==> src/rtl/mes_pkg.sv <==
// rtl/mes_pkg.sv - shared types and helpers for the multi-channel edge synchroniser
package mes_pkg;

  // Per-channel edge selection; bit 0 enables rising, bit 1 enables falling
  typedef enum logic [1:0] {
    EM_OFF  = 2'b00,
    EM_RISE = 2'b01,
    EM_FALL = 2'b10,
    EM_BOTH = 2'b11
  } edge_mode_e;

  // Event port state
  typedef enum logic {
    S_IDLE  = 1'b0,
    S_OFFER = 1'b1
  } state_e;

  // Index width that never collapses to zero bits for a single channel
  function automatic int clog2_min1(input int n);
    return (n <= 1) ? 1 : $clog2(n);
  endfunction

endpackage

==> src/rtl/edge_sync_chan.sv <==
// rtl/edge_sync_chan.sv - one channel: synchroniser, edge detect, pulse, saturating count
module edge_sync_chan
  import mes_pkg::*;
#(
  parameter int SYNC_STAGES = 2,
  parameter int CNT_W       = 8
) (
  input  logic             clk,
  input  logic             rst,
  input  logic             arm,
  input  logic             async_in,
  input  logic [1:0]       mode,
  input  logic [CNT_W-1:0] dec,
  input  logic             clr_ovf,
  output logic             pulse,
  output logic [CNT_W-1:0] count,
  output logic             ovf
);

  localparam logic [CNT_W-1:0] CNT_MAX = '1;

  logic [SYNC_STAGES-1:0] sync;
  logic                   prev;
  logic                   s_last;
  logic                   rise;
  logic                   fall;
  logic                   hit;
  logic                   sat;
  logic [CNT_W-1:0]       base;

  assign s_last = sync[SYNC_STAGES-1];
  assign rise   = s_last & ~prev;
  assign fall   = ~s_last & prev;

  // dec is the amount just handed to the consumer; it never exceeds count
  // because it was snapshotted from count and count only grows until then
  assign base   = count - dec;
  assign sat    = (base == CNT_MAX);

  // Synchroniser chain and previous level; keeps tracking while disarmed so
  // toggles during disable or warm-up never look like edges later
  always_ff @(posedge clk or posedge rst) begin
    if (rst) begin
      sync <= '0;
      prev <= 1'b0;
    end else begin
      sync <= {sync[SYNC_STAGES-2:0], async_in};
      prev <= s_last;
    end
  end

  // Qualify the raw edges by mode; arm already folds in enable and warm-up
  always_comb begin
    hit = 1'b0;
    if (arm) begin
      case (edge_mode_e'(mode))
        EM_RISE: hit = rise;
        EM_FALL: hit = fall;
        EM_BOTH: hit = rise | fall;
        default: hit = 1'b0;
      endcase
    end
  end

  // Pulse, saturating count (transfer and new edge in the same cycle both
  // apply) and sticky overflow where a new loss wins over a clear
  always_ff @(posedge clk or posedge rst) begin
    if (rst) begin
      pulse <= 1'b0;
      count <= '0;
      ovf   <= 1'b0;
    end else begin
      pulse <= hit;
      if (hit && !sat) begin
        count <= base + 1'b1;
      end else begin
        count <= base;
      end
      if (hit && sat) begin
        ovf <= 1'b1;
      end else if (clr_ovf) begin
        ovf <= 1'b0;
      end
    end
  end

endmodule

==> src/rtl/multi_edge_sync.sv <==
// rtl/multi_edge_sync.sv - multi-channel edge synchroniser with round-robin event port
module multi_edge_sync
  import mes_pkg::*;
#(
  parameter  int NCH         = 4,
  parameter  int SYNC_STAGES = 2,
  parameter  int CNT_W       = 8,
  localparam int CLOG2N      = clog2_min1(NCH)
) (
  input  logic              clk,
  input  logic              rst,
  input  logic              en,
  input  logic [NCH-1:0]    async_in,
  input  logic [2*NCH-1:0]  mode,
  output logic [NCH-1:0]    pulse_out,
  output logic              evt_vld,
  input  logic              evt_rdy,
  output logic [CLOG2N-1:0] evt_ch,
  output logic [CNT_W-1:0]  evt_cnt,
  output logic [NCH-1:0]    ovf,
  input  logic [NCH-1:0]    clr_ovf
);

  localparam int                WARM_W   = $clog2(SYNC_STAGES + 2);
  localparam logic [WARM_W-1:0] WARM_END = WARM_W'(SYNC_STAGES + 1);
  localparam logic [CLOG2N:0]   NCH_W    = (CLOG2N + 1)'(NCH);
  localparam logic [CLOG2N-1:0] LAST_CH  = CLOG2N'(NCH - 1);

  logic [WARM_W-1:0] warm_cnt;
  logic              warm_done;
  logic              arm;
  logic              xfer;

  logic [CNT_W-1:0]  chan_cnt [NCH];

  state_e            state;
  state_e            state_n;
  logic [CLOG2N-1:0] rr_ptr;
  logic [CLOG2N-1:0] rr_n;
  logic              vld_n;
  logic [CLOG2N-1:0] ch_n;
  logic [CNT_W-1:0]  cnt_n;

  logic              found;
  logic [CLOG2N-1:0] hit_idx;
  logic [CLOG2N:0]   probe;

  assign warm_done = (warm_cnt == WARM_END);
  assign arm       = en & warm_done;
  assign xfer      = evt_vld & evt_rdy;

  // Warm-up: hold off detection until the sync chain and prev hold real samples
  always_ff @(posedge clk or posedge rst) begin
    if (rst) begin
      warm_cnt <= '0;
    end else if (!warm_done) begin
      warm_cnt <= warm_cnt + 1'b1;
    end
  end

  for (genvar g = 0; g < NCH; g++) begin : g_chan
    logic [CNT_W-1:0] dec;

    assign dec = (xfer && (evt_ch == CLOG2N'(g))) ? evt_cnt : '0;

    edge_sync_chan #(
      .SYNC_STAGES(SYNC_STAGES),
      .CNT_W      (CNT_W)
    ) u_chan (
      .clk     (clk),
      .rst     (rst),
      .arm     (arm),
      .async_in(async_in[g]),
      .mode    (mode[2*g +: 2]),
      .dec     (dec),
      .clr_ovf (clr_ovf[g]),
      .pulse   (pulse_out[g]),
      .count   (chan_cnt[g]),
      .ovf     (ovf[g])
    );
  end

  // Round-robin scan: first channel with pending edges, starting at rr_ptr
  always_comb begin
    found   = 1'b0;
    hit_idx = '0;
    probe   = '0;
    for (int i = 0; i < NCH; i++) begin
      probe = {1'b0, rr_ptr} + (CLOG2N + 1)'(i);
      if (probe >= NCH_W) begin
        probe = probe - NCH_W;
      end
      if (!found && (chan_cnt[probe[CLOG2N-1:0]] != '0)) begin
        found   = 1'b1;
        hit_idx = probe[CLOG2N-1:0];
      end
    end
  end

  // Event FSM state and registered offer outputs
  always_ff @(posedge clk or posedge rst) begin
    if (rst) begin
      state   <= S_IDLE;
      rr_ptr  <= '0;
      evt_vld <= 1'b0;
      evt_ch  <= '0;
      evt_cnt <= '0;
    end else begin
      state   <= state_n;
      rr_ptr  <= rr_n;
      evt_vld <= vld_n;
      evt_ch  <= ch_n;
      evt_cnt <= cnt_n;
    end
  end

  // Event FSM next state: snapshot in IDLE, hold the offer stable until taken
  always_comb begin
    state_n = state;
    rr_n    = rr_ptr;
    vld_n   = evt_vld;
    ch_n    = evt_ch;
    cnt_n   = evt_cnt;
    case (state)
      S_IDLE: begin
        if (found) begin
          state_n = S_OFFER;
          vld_n   = 1'b1;
          ch_n    = hit_idx;
          cnt_n   = chan_cnt[hit_idx];
        end
      end
      S_OFFER: begin
        if (evt_rdy) begin
          state_n = S_IDLE;
          vld_n   = 1'b0;
          rr_n    = (evt_ch == LAST_CH) ? '0 : evt_ch + 1'b1;
        end
      end
      default: begin
        state_n = S_IDLE;
        vld_n   = 1'b0;
      end
    endcase
  end

endmodule

==> config.mk <==
export PLATFORM = sky130hd
export DESIGN_NAME = multi_edge_sync
export DESIGN_NICKNAME = d
export VERILOG_FILES = /design/src/rtl/mes_pkg.sv /design/src/rtl/edge_sync_chan.sv /design/src/rtl/multi_edge_sync.sv
export SDC_FILE = /design/constraint.sdc
export NUM_CORES = 1
export LEC_CHECK = 0
export ABC_AREA = 1
export CORE_MARGIN = 2
export CORE_UTILIZATION = 45
export CTS_CLUSTER_DIAMETER = 120
export DETAILED_ROUTE_END_ITERATION = 7
export GPL_TIMING_DRIVEN = 0
export HOLD_SLACK_MARGIN = 0.15
export PLACE_DENSITY = 0.69
export SYNTH_ARGS = -nofsm -noshare
export SYNTH_HDL_FRONTEND = slang
export SYNTH_SLANG_ARGS = --single-unit
==> constraint.sdc <==
create_clock -name clk -period 4.51 [get_ports clk]
set_input_delay 0.451 -clock clk [delete_from_list [all_inputs] [get_ports clk]]
set_output_delay 0.451 -clock clk [all_outputs]
set_load 0.01 [all_outputs]
==> results of run 1 <==
-- worst max-delay path, cell delays in order --
cell and delay (ps):
clkdlybuf4s50_1 520, nand2_2 110, inv_2 90, nand2_1 130, nor2_1 180, ha_1 170
inv_1 50, fa_1 390, xor2_1 380, nand3_1 180, nor2_1 200, nand3_1 170
o21ai_4 310, inv_1 150, nand2_1 90, nand2_1 60
-- per-stage QoR --
step                      area, um^2  setup WS, ps   util  power, mW
after floorplan                 5790          1690      -       3.59
after detailed placement        6380           791  0.508       4.39
after CTS                       6680          1140  0.531       5.15
after global placement          6380           838  0.508       4.35
after global routing            6680           769  0.531       5.66
final                           6680          1120  0.531       5.16
-- worst paths after layout --
kind                                                   to  slack (ps)                     start  depth (start not counted)
worst max-delay path            g_chan[2].u_chan.count[7]        1120                   evt_rdy                         16
worst min register to register   g_chan[3].u_chan.sync[1]         350  g_chan[3].u_chan.sync[0]                          0
min in group asynchronous       g_chan[2].u_chan.count[4]         640                       rst                          2
worst min-delay path             g_chan[3].u_chan.sync[1]         350  g_chan[3].u_chan.sync[0]                          0
max in group asynchronous                      evt_cnt[1]        3290                       rst                          2
worst max register to register  g_chan[3].u_chan.count[3]        1210                 evt_ch[0]                         14
-- synthesized netlist by cell type (4+ instances only) --
| cell | n |
|---|---|
| nand2_1 | 275 |
| inv_1 | 103 |
| dfrtp_1 | 68 |
| nor2_1 | 63 |
| nand3_1 | 56 |
| ha_1 | 49 |
| o21ai_0 | 33 |
| a21oi_1 | 26 |
| o21ai_1 | 25 |
| xor2_1 | 24 |
| xnor2_1 | 16 |
| nand4_1 | 12 |
| buf_4 | 9 |
| buf_6 | 7 |
| nand2_2 | 7 |
| or2_2 | 7 |
| inv_2 | 5 |
| a21o_1 | 4 |
| fa_1 | 4 |
| nand3b_1 | 4 |
| nor3_1 | 4 |
-- where the power goes --
group / switching [mW] / internal (mW) / leakage (nW)
registers: 0.326 / 0.840 / 0.819
clock network: 0.293 / 0.428 / 0.142
logic: 2.02 / 1.25 / 2.36
-- registers in the layout (all words and copies together), names as in the netlist --
signal and count:
evt_ch 2, evt_cnt 8, evt_vld 1, g_chan.u_chan.count 32, g_chan.u_chan.ovf 4, g_chan.u_chan.prev 4, g_chan.u_chan.pulse 4, g_chan.u_chan.sync 8
rr_ptr 2, state 1, warm_cnt 2
-- layout make-up --
cell class                      instances  area (um^2)  share of cell area
Multi-Input combinational cell        630         3470               0.520
Sequential cell                        68         1700               0.255
Inverter                              110          418              0.0626
Timing Repair Buffer                   38          380              0.0570
Clock buffer                           10          229              0.0343
Tap cell                              172          215              0.0322
Buffer                                 21          195              0.0292
Clock inverter                          6         65.1             0.00974
-- layer usage --
metal | part of all wire | wire (um)
met1 | 0.47 | 6780
met2 | 0.45 | 6460
met3 | 0.070 | 1020
met4 | 0.014 | 202
met5 | 0 | 0
-- kinds of logic (layout without fill, tap and decap cells) --
family	after synthesis	count (layout)	synth area share
and+or+nand+nor	438	438	0.319
buffers and inverters	131	185	0.106
AOI/OAI and AO/OA	96	96	0.0932
DFF	68	68	0.294
adders and majority gates	53	53	0.120
xor gates and xnor gates	42	42	0.0662
muxes	1	1	0.00195
==> metrics.csv, run 1 <==
stage;metric;value;unit
synthesis;largest cells by area after synthesis;dfrtp_1 29%, nand2_1 18%, ha_1 11%, inv_1 6.7%, nand3_1 4.8%;
die;initial core utilization;0.460;
routing;drt drc;0;
timing;final hold slack;346;ps
timing;Max Fclk;0.295;GHz
clock_network;Post CTS Setup Buffer Count;0;
routing;DRT iter0 DRCs;340;
finish;# diodes;0;
routing;First-pass DRT Iterations;5;
routing;Total Routed Length;14500;um
finish;fill count;1275;
timing;Final Setup Violations;0;
timing;Worst Max-Slew Pin Slew;884;ps
synthesis;Synth top area share;0.294;
critical_path;Critical Path Source Type;input pin;
finish;Non-Filler Instances;1055;
timing;final setup skew;10.8;ps
grt;first-pass GRT wire length;24000;um
clock_network;CTS tree;done;
synthesis;area leader, netlist;dfrtp_1;
clock_network;Post-CTS Hold Buffers;0;
timing;Period Utilization, post-route;0.752;
power;leakage power;3.32;nW
grt;initial antenna violation count;0;
clock_network;clk_lat worst skew;350;ps
outcome;status;finished, final reports clean;
synthesis;Synth cell types;41;
run;Max Cap Viol;0;
timing;Slew Viols, Final;0;
critical_path;CP max FO;10;
synthesis;Mapped Nets;902;
routing;DR vias/cell;4.99;
finish;commonest non-fill, non-tap cells in the layout;275 x nand2_1, 102 x inv_1, 68 x dfrtp_1, 63 x nor2_1, 56 x nand3_1;
grt;vias in the first global route;4832;
synthesis;Avg Inst Size Synth;6.98;um^2
clock_network;root buffer cell;clkbuf_16;
timing;RSZ-0062 raised after global routing;false;
clock_network;total CTS buffers;9;
finish;Layout Area Growth over Synthesis;15.4;%
die;die footprint;13800;um^2
synthesis;Syn Std Cell Area;5790;um^2
die;Die X;117;um
grt;Total Routing Usage GR;0.219;
synthesis;FF+latch count, synth;68;
power;power per cell area;772;nW/um^2
place;GP Congestion;0.943;
place;DP HPWL;10900;um
synthesis;Cells after Synth;829;
worst_hold_path;Hold Path Class;flop to flop;
clock_network;Worst-path clk slew;60;ps
die;area of the core;12600;um^2
synthesis;Post-synth EDFFs;0;
synthesis;Ys Warns;0;
timing;Final min period;3390;ps
routing;routed via count;5263;
grt;met2 GRT Util;0.354;
clock_network;post-CTS sizing;0;
power;worst vdd ir;0.319;mV
routing;Detail Route Antenna Nets;0;
critical_path;Critical Path AT;3630;ps
grt;met3 usage;0.0472;
clock_network;Max clock buf depth;2;
grt;largest net degree at the start of global routing;69;
die;Die H;117;um
grt;grt ovf;0;
die;row count;41;
finish;fin nets;951;
synthesis;Post-synth ARST share;1.00;
timing;Final Hold Viols;0;
place;# port buffers;38;
timing;worst rel slew slack;0.410;
die;io pins;39;
finish;commonest non-fill, non-tap cell in the layout;nand2_1;
routing;WL per Instance;13.7;um
clock_network;H-tree depth;3;
synthesis;share of the yosys chip area belonging to registers;0.294;
critical_path;crit end category;flop;
grt;met1 usage;0.297;
critical_path;Crit Path Class;input pin to flop;
finish;share of cells above drive strength 1;0.0781;
clock_network;clock sinks;68;
timing;Final TNS setup;0;ps
synthesis;Post-synth top flop;dfrtp_1;
critical_path;Crit path required time;4750;ps
place;placed cells;1039;
grt;grt peak-use layer;met2;
Power figures use the tool's default switching activity.
==> run 2, diff against run 1 <==
==> constraint.sdc (replaced) <==
create_clock -name clk -period 3.5 [get_ports clk]
set_input_delay 0.35 -clock clk [delete_from_list [all_inputs] [get_ports clk]]
set_output_delay 0.35 -clock clk [all_outputs]
set_load 0.01 [all_outputs]
==> run 2 against run 1 <==
Compared with the run above: clock skew fell by 0.93 ps; worst hold slack barely moved; sequential power up 28%; largest cell class unchanged; highest routed layer unchanged.
==> metrics.csv, run 2 (synthesis results as in run 1) <==
stage;metric;value;unit
place;# port buffers;38;
power;clock share of power;0.139;
die;Die X;117;um
place;pre-CTS WS;-118;ps
power;NetSw;3.41;mW
finish;fin nets;958;
die;Die H;117;um
timing;Max Fclk;0.312;GHz
finish;# diodes;0;
die;area of the core;12600;um^2
timing;final setup skew;9.89;ps
routing;Total Routed Length;14600;um
clock_network;root buffer cell;clkbuf_16;
critical_path;r2r worst-path depth;19;
finish;fill count;1263;
clock_network;Max clock buf depth;2;
power;Sw Share;0.511;
timing;Slew Viols, Final;0;
outcome;status;finished, final reports clean;
power;worst vdd ir;0.422;mV
worst_hold_path;Min-Delay Path Depth;0;
place;placed cell area;6380;um^2
critical_path;CP max FO;7;
grt;first-pass GRT wire length;24000;um
timing;Final min period;3210;ps
power;Gate power share;0.636;
place;DP HPWL;10900;um
grt;grt ovf;0;
timing;Worst Max-Slew Pin Slew;887;ps
critical_path;Crit Path Class;input pin to flop;
routing;drt drc;0;
routing;routed via count;5295;
power;Power Internal;3.26;mW
die;initial core utilization;0.460;
critical_path;Critical Path Source Type;input pin;
finish;largest reg by FF count;g_chan.u_chan.count;
grt;initial antenna violation count;0;
power;leakage power;3.36;nW
clock_network;H-tree depth;3;
finish;FF+latch area;1700;um^2
finish;Top Registers;g_chan.u_chan.count: 32 flops, evt_cnt: 8 flops, g_chan.u_chan.sync: 8 flops;
power;Seq pwr share;0.225;
routing;Detail Route Antenna Nets;0;
timing;worst rel slew slack;0.409;
timing;Final Hold Viols;0;
worst_hold_path;HP Start;g_chan[3].u_chan.sync[0];
clock_network;Post-CTS Hold Buffers;0;
power;total power draw;6.67;mW
timing;RSZ-0062 raised after global routing;false;
finish;Layout Area Growth over Synthesis;16.8;%
finish;commonest non-fill, non-tap cell in the layout;nand2_1;
critical_path;crit end category;flop;
timing;setup ws final;290;ps
finish;share of cells above drive strength 1;0.0910;
timing;Final Setup Violations;0;
finish;multi-input logic area;3500;um^2
routing;WL per Instance;13.7;um
critical_path;Crit path required time;3740;ps
clock_network;clk_lat worst skew;350;ps
die;row count;41;
grt;Total Routing Usage GR;0.219;
critical_path;Critical Path AT;3450;ps
die;io pins;39;
timing;Period Utilization, post-route;0.917;
routing;First-pass DRT Iterations;5;
critical_path;Worst R2R Start;evt_ch[0];
clock_network;total CTS buffers;9;
place;GP Congestion;0.943;
timing;Final TNS setup;0;ps
grt;largest net degree at the start of global routing;69;
finish;Largest register FFs;32;
grt;vias in the first global route;4832;
clock_network;Worst-path clk slew;60;ps
die;die footprint;13800;um^2
clock_network;CTS tree;done;
clock_network;clock sinks;68;
worst_hold_path;Hold Path Class;flop to flop;
routing;DRT iter0 DRCs;314;
worst_hold_path;Hold EP;g_chan[3].u_chan.sync[1];
finish;final instance area;6760;um^2
run;Max Cap Viol;0;
routing;DR vias/cell;4.99;
finish;commonest non-fill, non-tap cells in the layout;275 x nand2_1, 102 x inv_1, 68 x dfrtp_1, 62 x nor2_1, 56 x nand3_1;
power;power per cell area;987;nW/um^2
critical_path;reg-to-reg endpoint;g_chan[2].u_chan.count[5];
critical_path;R2R Setup Slk;330;ps
## run 2: cell count changes in the layout (fill, tap and decap cells not counted), sizes merged
cell	before	now
buf	20	27
## run 2: worst max path at each step
stage	start	endpoint	slack [ps]	depth (start not counted)
4_1_cts	evt_ch[0]	g_chan[3].u_chan.count[3]	200	14
3_3_place_gp	evt_rdy	g_chan[2].u_chan.count[7]	-70	16
5_1_grt	evt_ch[0]	g_chan[3].u_chan.count[0]	30	16
6_report	evt_rdy	g_chan[1].u_chan.count[5]	290	20
3_5_place_dp	evt_rdy	g_chan[2].u_chan.count[7]	-120	16
2_1_floorplan	evt_ch[0]	g_chan[3].u_chan.count[3]	680	14
## run 2: stage by stage
stage,hold WS (ps),utilization,std cells
finish,346,0.538,1062
global route,355,0.538,1062
global placement,333,0.508,1039
floorplan,331,-,829
CTS,349,0.531,1055
detailed placement,336,0.508,1039
## run 2: final cells by class
cell class	count	area share
plain buffers	21	0.0289
inverters	110	0.0618
well taps	172	0.0318
flip-flops and latches	68	0.252
repair buffers	45	0.0640
multi-input cells	630	0.518
clock buffers	10	0.0339
clock inverters	6	0.00962
## run 2: critical path, stage by stage
cell	delay [ps]
clkdlybuf4s50_1	520
nand2_2	110
inv_2	90
nand2_1	90
nor2_1	170
ha_1	170
inv_1	50
fa_1	420
nand3_1	90
nand3_1	110
nand2_1	90
nand2_1	50
a21oi_1	150
xnor2_1	190
nand3_1	190
o21ai_4	290
buf_4	180
nor2_1	40
nand2_1	50
nand2_1	50
## run 2: power groups by stage
stage,registers (mW),logic [mW],clock network (mW)
finish,1.50,4.24,0.930
global route,1.54,4.81,0.981
CTS,1.50,4.18,0.949
detailed placement,1.51,4.15,0
global placement,1.51,4.10,0
floorplan,1.36,3.27,0
## run 2: repair_timing
action                                 in CTS  in global routing
buffers inserted                            0                  7
gates resized for setup                     0                  5
endpoints found under the hold margin       0                  0
setup endpoints to repair                   0                 19
## run 2: routing by layer
| layer | vias up | track usage | wire length (um) | share of wire |
|---|---|---|---|---|
| li1 | 2721 | - | - | - |
| met1 | 2420 | 0.297 | 6920 | 0.47 |
| met2 | 135 | 0.354 | 6560 | 0.45 |
| met4 | 0 | 0.0565 | 224 | 0.015 |
| met3 | 19 | 0.0472 | 883 | 0.061 |
| met5 | - | 0 | 0 | 0 |
